--- src/rtl/apb_ctrl_pkg.sv ---
// Shared types and defaults for the multi-requester APB master.
package apb_ctrl_pkg;

  typedef enum logic [1:0] {
    IDLE,
    SETUP,
    ACCESS,
    RESP
  } state_t;

  localparam int unsigned DEF_NUM_REQ        = 2;
  localparam int unsigned DEF_ADDR_WIDTH     = 32;
  localparam int unsigned DEF_DATA_WIDTH     = 32;
  localparam int unsigned DEF_TIMEOUT_CYCLES = 16;

  function automatic int unsigned tmo_cnt_width(input int unsigned timeout);
    return (timeout == 0) ? 1 : $clog2(timeout + 1);
  endfunction

endpackage

--- src/rtl/rr_arbiter.sv ---
// Round-robin arbiter: one-hot grant searched from a rotating priority pointer.
module rr_arbiter #(
  parameter int unsigned N = 2
) (
  input  logic         pclk,
  input  logic         presetn,
  input  logic [N-1:0] req,
  input  logic         advance,
  output logic [N-1:0] grant
);

  localparam int unsigned PW = (N > 1) ? $clog2(N) : 1;

  logic [PW-1:0] ptr;
  logic [PW-1:0] grant_idx;
  logic [PW-1:0] cand;
  logic          found;

  always_comb begin
    grant     = '0;
    grant_idx = '0;
    cand      = '0;
    found     = 1'b0;
    for (int unsigned k = 0; k < N; k++) begin
      cand = PW'((32'(ptr) + k) % N);
      if (!found && req[cand]) begin
        grant[cand] = 1'b1;
        grant_idx   = cand;
        found       = 1'b1;
      end
    end
  end

  always_ff @(posedge pclk or negedge presetn) begin
    if (!presetn) begin
      ptr <= '0;
    end else if (advance) begin
      ptr <= (grant_idx == PW'(N - 1)) ? '0 : grant_idx + 1'b1;
    end
  end

endmodule

--- src/rtl/apb_arb_master.sv ---
// APB master that arbitrates NUM_REQ command sources round-robin and runs one
// SETUP/ACCESS transfer at a time, returning data/error with a PREADY timeout.
module apb_arb_master
  import apb_ctrl_pkg::*;
#(
  parameter  int unsigned NUM_REQ        = DEF_NUM_REQ,
  parameter  int unsigned ADDR_WIDTH     = DEF_ADDR_WIDTH,
  parameter  int unsigned DATA_WIDTH     = DEF_DATA_WIDTH,
  parameter  int unsigned TIMEOUT_CYCLES = DEF_TIMEOUT_CYCLES,
  localparam int unsigned STRB_WIDTH     = DATA_WIDTH / 8
) (
  input  logic                           pclk,
  input  logic                           presetn,
  input  logic [NUM_REQ-1:0]             req_valid,
  output logic [NUM_REQ-1:0]             req_ready,
  input  logic [NUM_REQ-1:0]             req_write,
  input  logic [NUM_REQ*ADDR_WIDTH-1:0]  req_addr,
  input  logic [NUM_REQ*DATA_WIDTH-1:0]  req_wdata,
  input  logic [NUM_REQ*STRB_WIDTH-1:0]  req_strb,
  output logic [NUM_REQ-1:0]             rsp_valid,
  output logic [DATA_WIDTH-1:0]          rsp_rdata,
  output logic                           rsp_err,
  output logic                           psel,
  output logic                           penable,
  output logic                           pwrite,
  output logic [ADDR_WIDTH-1:0]          paddr,
  output logic [DATA_WIDTH-1:0]          pwdata,
  output logic [STRB_WIDTH-1:0]          pstrb,
  input  logic                           pready,
  input  logic                           pslverr,
  input  logic [DATA_WIDTH-1:0]          prdata
);

  localparam int unsigned  CNT_W    = tmo_cnt_width(TIMEOUT_CYCLES);
  localparam bit           TMO_EN   = (TIMEOUT_CYCLES != 0);
  localparam logic [CNT_W-1:0] TMO_LAST = TMO_EN ? CNT_W'(TIMEOUT_CYCLES - 1) : '0;

  state_t             state;
  logic [CNT_W-1:0]   wait_cnt;
  logic [NUM_REQ-1:0] grant;
  logic [NUM_REQ-1:0] owner;
  logic               accept;
  logic               timed_out;

  logic                  sel_write;
  logic [ADDR_WIDTH-1:0] sel_addr;
  logic [DATA_WIDTH-1:0] sel_wdata;
  logic [STRB_WIDTH-1:0] sel_strb;

  assign accept    = (state == IDLE) && (req_ready == '0) && (|req_valid);
  assign timed_out = TMO_EN && (wait_cnt == TMO_LAST);

  rr_arbiter #(.N(NUM_REQ)) u_arb (
    .pclk    (pclk),
    .presetn (presetn),
    .req     (req_valid),
    .advance (accept),
    .grant   (grant)
  );

  always_comb begin
    sel_write = 1'b0;
    sel_addr  = '0;
    sel_wdata = '0;
    sel_strb  = '0;
    for (int unsigned i = 0; i < NUM_REQ; i++) begin
      if (grant[i]) begin
        sel_write = req_write[i];
        sel_addr  = req_addr[i*ADDR_WIDTH +: ADDR_WIDTH];
        sel_wdata = req_wdata[i*DATA_WIDTH +: DATA_WIDTH];
        sel_strb  = req_strb[i*STRB_WIDTH +: STRB_WIDTH];
      end
    end
  end

  always_ff @(posedge pclk or negedge presetn) begin
    if (!presetn) begin
      state     <= IDLE;
      wait_cnt  <= '0;
      owner     <= '0;
      req_ready <= '0;
      rsp_valid <= '0;
      rsp_rdata <= '0;
      rsp_err   <= 1'b0;
      psel      <= 1'b0;
      penable   <= 1'b0;
      pwrite    <= 1'b0;
      paddr     <= '0;
      pwdata    <= '0;
      pstrb     <= '0;
    end else begin
      req_ready <= '0;
      rsp_valid <= '0;
      case (state)
        IDLE: begin
          if (req_ready != '0) begin
            state    <= SETUP;
            psel     <= 1'b1;
            wait_cnt <= '0;
          end else if (accept) begin
            // Command goes straight into the bus registers; psel is still low.
            req_ready <= grant;
            owner     <= grant;
            pwrite    <= sel_write;
            paddr     <= sel_addr;
            pwdata    <= sel_wdata;
            pstrb     <= sel_write ? sel_strb : '0;
          end
        end
        SETUP: begin
          penable <= 1'b1;
          state   <= ACCESS;
        end
        ACCESS: begin
          if (pready || timed_out) begin
            rsp_rdata <= (pready && !pwrite) ? prdata : '0;
            rsp_err   <= pready ? pslverr : 1'b1;
            rsp_valid <= owner;
            psel      <= 1'b0;
            penable   <= 1'b0;
            state     <= RESP;
          end else if (TMO_EN) begin
            wait_cnt <= wait_cnt + 1'b1;
          end
        end
        RESP: begin
          state <= IDLE;
        end
        default: begin
          state <= IDLE;
        end
      endcase
    end
  end

endmodule

--- config.mk ---
export PLATFORM = sky130hd
export DESIGN_NAME = apb_arb_master
export DESIGN_NICKNAME = d
export VERILOG_FILES = /design/src/rtl/apb_ctrl_pkg.sv /design/src/rtl/rr_arbiter.sv /design/src/rtl/apb_arb_master.sv
export SDC_FILE = /design/constraint.sdc
export NUM_CORES = 1
export LEC_CHECK = 0
export CELL_PAD_IN_SITES_DETAIL_PLACEMENT = 0
export CELL_PAD_IN_SITES_GLOBAL_PLACEMENT = 1
export CORE_MARGIN = 3
export CORE_UTILIZATION = 27
export CTS_BUF_LIST = sky130_fd_sc_hd__clkbuf_16
export CTS_CLUSTER_SIZE = 28
export DETAILED_ROUTE_END_ITERATION = 16
export PLACE_DENSITY_LB_ADDON = 0.1
export SLEW_MARGIN = 20
export SYNTH_ARGS = -nofsm -noshare
export SYNTH_HDL_FRONTEND = slang
export SYNTH_HIERARCHICAL = 1
export SYNTH_SLANG_ARGS = --single-unit
--- constraint.sdc ---
create_clock -name pclk -period 2.3 [get_ports pclk]
set_clock_uncertainty 0.2 [all_clocks]
set_input_delay 0.345 -clock pclk [delete_from_list [all_inputs] [get_ports pclk]]
set_output_delay 0.345 -clock pclk [all_outputs]
set_load 0.005 [all_outputs]
# ---- After elaboration in Yosys (flattened, before gate mapping)
# Index checks and enable logic that the tools add are counted.
dict set report op_classes {
  bitwise_logic 2
  order_cmp 4
  add_sub_neg 3
  eq_ne 7
  muxes 40
  n_reduce_logical 21
}
# cell count
set ops {}
lappend ops {{$mux 32} 5}
lappend ops {{$mux 2} 9}
lappend ops {{$mux 1} 15}
lappend ops {{$mux 4} 3}
lappend ops {{$mux 5} 2}
lappend ops {{$pmux 5 s2} 1}
lappend ops {{$reduce_and 3->1} 3}
lappend ops {{$pmux 2 s4} 1}
lappend ops {{$logic_and 1x1->1} 6}
lappend ops {{$reduce_and 2->1} 3}
lappend ops {{$reduce_bool 2->1} 3}
lappend ops {{$add 5x1->5 const B} 1}
lappend ops {{$eq 5x4->1 const B} 1}
lappend ops {{$eq 2x2->1 const B} 2}
lappend ops {{$logic_not 2->1} 2}
lappend ops {{$lt 1x2->1 const B} 2}
lappend ops {{$ne 2x2->1 const B} 2}
lappend ops {{$pmux 1 s2} 2}
lappend ops {{$add 1x1->1 const B} 2}
lappend ops {{$demux 1 s1} 2}
lappend ops {{$eq 2x1->1 const B} 1}
lappend ops {{$ge 1x1->1 const B} 2}
lappend ops {{$logic_not 1->1} 2}
lappend ops {{$ne 2x1->1 const B} 1}
lappend ops {{4 further kinds} 4}
dict set report word_totals {
  reg_bits 118
  in_bits 176
  out_inout_bits 108
  wordCells 91
}

# ---- Depth between registers and ports, before layout
# Gate-level depths: netlist of run 1.
dict set report depth {
  ltp_word 10
  ltp_mapped 8
  depth_no_buf 6
}

# ---- Cells and area by module
# The synthesis of run 1 kept the hierarchy.
# module area_each_um2 seq_area_each_um2 cells_per_inst instances
set by_module_without_submodules {}
lappend by_module_without_submodules {apb_arb_master 5293.8 2927.8 447 1}
lappend by_module_without_submodules {rr_arbiter 56.3 25.0 6 1}

# ---- Worst setup path before layout of run 1
# OpenSTA, ideal clock, no wires.
dict set report synth_path {
  path_kind {register -> register}
  from {reg wait_cnt[0]}
  to {reg wait_cnt[3]}
  t_arrival_ns 1.977
  t_required_ns 2.010
  path_stages_with_launch 7
  period_less_slack_ns 2.267
  setup_slack_ns 0.033
  n_path_buf 0
  setup_time_ns 0.090
  path_cell_list {dfrtp_1 -> ha_1 -> and3_1 -> ha_1 -> or3b_2 -> or4_1 -> o221ai_1}
}
dict set report synth_between {
  elab_chain_len 4
  word_cells_on_any_way 7
  cone_classes {1 x add/sub; 2 x eq/ne; 2 x mux; 2 x reduce/logical}
}
# item line
set synth_lines {}
lappend synth_lines {{from (decl)} apb_arb_master.sv:39} ;# logic [CNT_W-1:0] wait_cnt;
lappend synth_lines {{from (signal assigned)} apb_arb_master.sv:123} ;# wait_cnt <= wait_cnt + 1'b1;
lappend synth_lines {{branches (longest 4 deep; another with $add 5x1->5)} -}
# Several ways; the timed one is not identified. The select of a mux whose other input is x is not followed.
# A chain may end at the register's enable or synchronous reset.

# ---- Final worst setup path of run 1
# Ends and elaborated chain as after synthesis.

==> impl_metrics.toml, run 1 <==
[drt]
wl_met1_um = 6820
topRoutingLayerUsed = "met4"
num_vias = 4657
final_antenna_net_count = 0
drt-total-wl_um = 17300
routedWlPerCell_um = 17.0
vias_per_cell = 4.57
dr.pass1.iters = 4
wl_met3_um = 1780
met2_length_um = 8420
dr.first_iter.drc_count = 131
remaining_drc_errors = 0

[floorplan]
start_util = 0.280
dieArea_sq_mm = 0.0215
io_pins = 284
fp.dieW_um = 147
coreArea_sq_mm = 0.0191
die_h_um = 147
fp-row-count = 50

[critical_path]
path_max_fanout = 4
crit_required_ns = 2.36
end_kind = "register"
crit_arrival_ns = 2.26
critPathKind = "reg2reg"
cp-start-kind = "register"

[sta]
slew_violations = 0
min_period_ns = 2.21
worst_slew_pin_slew_ns = 0.663
fmax_ghz = 0.453
relSlewSlack = 0.558
rsz0062_at_grt = "false"
fin_crit_sh = 0.960
hold_viol_final = 0
setup_violations = 0
fin_tns_setup_ns = 0

[clock_network]
clk_pin_slew_ns = 0.05
clkSinkCount = 118
post_cts_buffers = 0
cts_buffers = 17
clk-insertion-delay-late_ns = 0.40
cts-root-buf = "clkbuf_16"
cts_tree = "yes"
h-tree-depth = 4
clk_path_buf_depth = 2

[synthesis]
synth.avg_cell_area_sq_um = 11.8
syn_area_sq_mm = 0.00535
async_flop_share = 1.00
synth_edf_count = 0
yosys_warnings = 6
yosys_register_bits = 118
yosysUniqueCellTypes = 39
synth_top_area_cell = "dfrtp_1"
synthesis.nets = 634
netlist_instances = 453
synth_top_area_frac = 0.552
synth-main-ff-cell = "dfrtp_1"
synthTopCellsByArea = "dfrtp_1, a22o_1, mux2_2"
yosysSeqAreaShare = 0.552

[power]
leakagePower_nw = 4.07
powerDensity_mw_per_mm2 = 1150
worst_ir_drop_vdd_mv = 0.497

[outcome]
run_status = "finished, final reports clean"

[cells_and_area]
drive_above_1_share = 0.136
nFillCells = 1750
final_cell_mix = "clkdlybuf4s50_1, dfrtp_1, nand2_1"
layout.cells.non_filler = 1019
nets = 928
area_delta_synth_final_pct = 71.7
layout_commonest_cell = "clkdlybuf4s50_1"
antenna_cells = 0

[place]
port_buffers = 283
gp_congestion = 0.768
hpwlAfterDp_um = 13100
dp_cells = 987

[worst_hold_path]
hold_path.class = "reg2reg"

[global_route]
grt_max_degree = 119
grt.overflow.total = 0
grt_pass1_vias = 5134
grt_usage = 0.162
antenna_found_initial = 0
grt_pass1_wl_um = 27500

[flow_run]
cap_violations = 0
==> state kept, by name (all words and copies together) (netlist names), named ones only <==
| signal | cells |
|---|---|
| paddr | 32 |
| pwdata | 32 |
| rsp_rdata | 32 |
| wait_cnt | 5 |
| pstrb | 4 |
| owner | 2 |
| req_ready | 2 |
| rsp_valid | 2 |
| state | 2 |
| penable | 1 |
| psel | 1 |
| pwrite | 1 |
| rsp_err | 1 |
==> path summary, 6_finish.rpt <==
path	endpoint	startpoint	depth (start not counted)	slack [ns]
setup / recovery	wait_cnt[3]	wait_cnt[0]	7	0.09
hold / removal	rsp_rdata[27]	rsp_rdata[27]	2	0.26
setup reg to reg	wait_cnt[3]	wait_cnt[0]	7	0.09
hold reg to reg	rsp_rdata[27]	rsp_rdata[27]	2	0.26
max in group asynchronous	pstrb[3]	presetn	3	1.01
min in group asynchronous	rsp_rdata[5]	presetn	3	0.38
==> synthesized netlist by cell type (all sizes together) (2+ instances only) <==
cell type,number
o21ai,7
a32o,4
buf,15
dfrtp,118
inv,6
ha,5
mux2,71
nor2,7
or3b,2
a22o,62
nand3,34
nand2,73
nor2b,2
and2,6
clkbuf,20
a21oi,4
==> worst max-delay path, cell delays in order, from the launching register on <==
cell and delay, ns:
dfrtp_1 0.38, ha_1 0.21, and3_1 0.18, ha_2 0.19
o21a_1 0.21, buf_4 0.15, nor3_1 0.34, o221ai_1 0.20
==> layer usage <==
layer | global-route usage | up-vias
li1 | - | 2218
met1 | 0.182 | 2221
met2 | 0.272 | 198
met3 | 0.0790 | 20
met4 | 0.0480 | 0
met5 | 0 | -
==> timing repair <==
| item | CTS | global route |
|---|---|---|
| endpoints found under the hold margin | 118 | 0 |
| resized for setup | 1 | 2 |
| hold buffers | 1 | 0 |
| pin swaps | 0 | 0 |
| endpoints found under the setup margin | 1 | 16 |
==> area by class of cell <==
cell class	count	area, sq um	area share
Sequential cell	118	2950	0.322
Clock buffer	17	425	0.0463
Timing Repair Buffer	310	3140	0.341
Inverter	6	22.5	0.00245
Tap cell	260	325	0.0354
Multi-Input combinational cell	294	2200	0.240
Clock inverter	14	120	0.0131
==> where the power goes <==
| group | switching (mW) | leakage (nW) | total [mW] | internal (mW) |
|---|---|---|---|---|
| Clock | 0.901 | 0.275 | 2.46 | 1.55 |
| Combinational | 1.77 | 2.27 | 4.63 | 2.86 |
| Sequential | 0.463 | 1.52 | 3.46 | 2.99 |
| Total | 3.13 | 4.07 | 10.5 | 7.41 |
==> metrics by stage <==
| step | util | instance area [sq um] | total power, mW | setup slack [ns] | hold slack (ns) |
|---|---|---|---|---|---|
| after global routing | 0.481 | 9180 | 11.3 | 0.00973 | 0.280 |
| after CTS | 0.481 | 9180 | 10.7 | 0.00699 | 0.265 |
| after detailed placement | 0.452 | 8620 | 8.19 | -0.0196 | 0.255 |
| after global placement | 0.452 | 8620 | 8.11 | 0.00737 | 0.250 |
| final | 0.481 | 9180 | 10.5 | 0.0926 | 0.264 |
| after floorplan | - | 5350 | 5.40 | 0.0325 | -0.151 |
==> kinds of logic after synthesis <==
family	count (synthesis)	share of synthesized area
adder cells (fa/ha/maj)	5	0.0117
AO/OA/AOI/OAI	86	0.132
multiplexers	72	0.151
AND/OR/NAND/NOR	131	0.112
flip-flops	118	0.552
buffers and inverters	41	0.0405
No activity file was read; power rests on OpenSTA's default activity.
==> inputs of run 2 (changes only) <==
CTS_CLUSTER_DIAMETER = 40   (was default)
==> results of run 2 <==
Final layout, timing and power as in run 1 (identical DEF).
==> inputs of run 3 (changes only) <==
CORE_UTILIZATION = 29   (was 27)
clock period = 2.35 ns   (was 2.3 ns; I/O delays follow)
==> run 3 against run 2 <==
Critical path depth is 1 lower. Routed wire length fell by 0.83%. Die area down 6.6%. Combinational power shrank 4%. Final area increased by 0.31%. First-iteration DRC count decreased by 15%. Hold slack got worse by 0.0054 ns. Clock power up 15%. Core utilization up 3.0 points. Sequential power is 2% lower. Largest cell class unchanged.
==> impl_metrics.toml, run 3 (synthesized netlist as in run 1, its figures left out) <==
[sta]
rsz0062_at_grt = "false"
slew_violations = 0
fmax_ghz = 0.446
setup_ws_ns = 0.106
min_period_ns = 2.24
worst_slew_pin_slew_ns = 0.594
finalHoldWorstSlack_ns = 0.258
hold_viol_final = 0
relSlewSlack = 0.603
fin_crit_sh = 0.955
setup_violations = 0

[clock_network]
clk_pin_slew_ns = 0.05
cts-root-buf = "clkbuf_16"
clk-insertion-delay-late_ns = 0.41
cts_buffers = 17
post_cts_buffers = 0
clk_path_buf_depth = 2
h-tree-depth = 4
cts_tree = "yes"
clkSinkCount = 118

[power]
p_switching_mw = 3.13
pwr-share-clk = 0.265
worst_ir_drop_vdd_mv = 0.644
leakagePower_nw = 4.07
p_comb_frac = 0.417
powerDensity_mw_per_mm2 = 1160
power.share.sequential = 0.318
p_sw_frac = 0.293
intPower_mw = 7.55

[drt]
final_antenna_net_count = 0
dr.pass1.iters = 4
remaining_drc_errors = 0
num_vias = 4639
drt-total-wl_um = 17100
dr.first_iter.drc_count = 111
vias_per_cell = 4.72
routedWlPerCell_um = 17.4

[critical_path]
crit_required_ns = 2.47
cp-start-kind = "register"
crit_arrival_ns = 2.37
end_kind = "register"
critPathKind = "reg2reg"
path_max_fanout = 3

[cells_and_area]
top_regs = "paddr (32), pwdata (32), rsp_rdata (32)"
drive_above_1_share = 0.131
area_delta_synth_final_pct = 72.2
antenna_cells = 0
final_cell_mix = "clkdlybuf4s50_1, dfrtp_1, nand2_1"
layout.cells.non_filler = 983
nets = 922
layout_commonest_cell = "clkdlybuf4s50_1"
fin_util = 0.511

[flow_run]
cap_violations = 0

[global_route]
grt_usage = 0.170
grt.overflow.total = 0
antenna_found_initial = 0
grt_pass1_wl_um = 26800
grt_max_degree = 48
grt_pass1_vias = 4886

[place]
dp_worst_setup_slack_ns = -0.0750
gp_congestion = 0.790
hpwlAfterDp_um = 12500
port_buffers = 283
dp_cells = 950

[worst_hold_path]
hold_path.class = "in2async"

[floorplan]
coreArea_sq_mm = 0.0180
fp.dieW_um = 142
die_h_um = 142
start_util = 0.297
io_pins = 284
dieArea_sq_mm = 0.0201
fp-row-count = 49

[outcome]
run_status = "finished, final reports clean"
[run 3: cell types whose count changed in the layout (fill, tap and decap cells not counted), moves of 2 or more]
cell / delta
buf_12: +2
clkinvlp_4: +2
inv_1: -2
bufinv_16: +3
clkinv_2: -4
buf_4: -8
[run 3: critical path, stage by stage, from the launching register on]
cell,delay (ns)
dfrtp_1,0.39
ha_1,0.19
and3_1,0.18
ha_2,0.18
or3b_2,0.47
or4_1,0.47
o221ai_1,0.08
[run 3: worst paths after layout]
kind | startpoint | to | cells past startpoint | slack, ns
worst max-delay path | wait_cnt[1] | wait_cnt[3] | 6 | 0.11
worst min-delay path | presetn | rsp_rdata[7] | 2 | 0.26
worst max register to register | wait_cnt[1] | wait_cnt[3] | 6 | 0.11
worst min register to register | rsp_rdata[7] | rsp_rdata[7] | 2 | 0.26
max in group asynchronous | presetn | pwdata[8] | 3 | 1.04
min in group pclk | rsp_rdata[7] | rsp_rdata[7] | 2 | 0.26
[run 3: timing repair]
action	in CTS	in global routing
resized for setup	0	2
setup endpoints to repair	0	29
hold buffers	1	0
hold endpoints to repair	37	0
[run 3: metal layers]
layer,part of all wire,vias up,track usage
met5,0,-,0
met3,0.084,19,0.0661
met2,0.48,194,0.276
met1,0.41,2218,0.208
li1,-,2208,-
met4,0.018,0,0.0530
[run 3: cell type report]
cell class | count | area [sq um]
clock inverters | 15 | 210
repair buffers | 304 | 3120
well taps | 229 | 287
inverters | 6 | 22.5
flip-flops and latches | 118 | 2950
clock buffers | 17 | 425
fillers | 1633 | 8810
multi-input cells | 294 | 2200
[run 3: metrics by stage]
step | setup TNS (ns) | total power [mW] | cell area (sq um)
finish | 0 | 10.7 | 9210
global route | 0 | 11.4 | 9210
CTS | 0 | 10.8 | 9210
detailed placement | -0.757 | 7.94 | 8560
global placement | -0.0766 | 7.85 | 8560
floorplan | 0 | 5.29 | 5350
[run 3: power by group through the flow]
stage,clock network (mW),registers [mW],logic (mW)
after floorplan,0,3.45,1.84
after global placement,0,3.39,4.46
after CTS,2.90,3.41,4.54
final,2.83,3.39,4.46
after detailed placement,0,3.43,4.51
after global routing,2.99,3.52,4.85
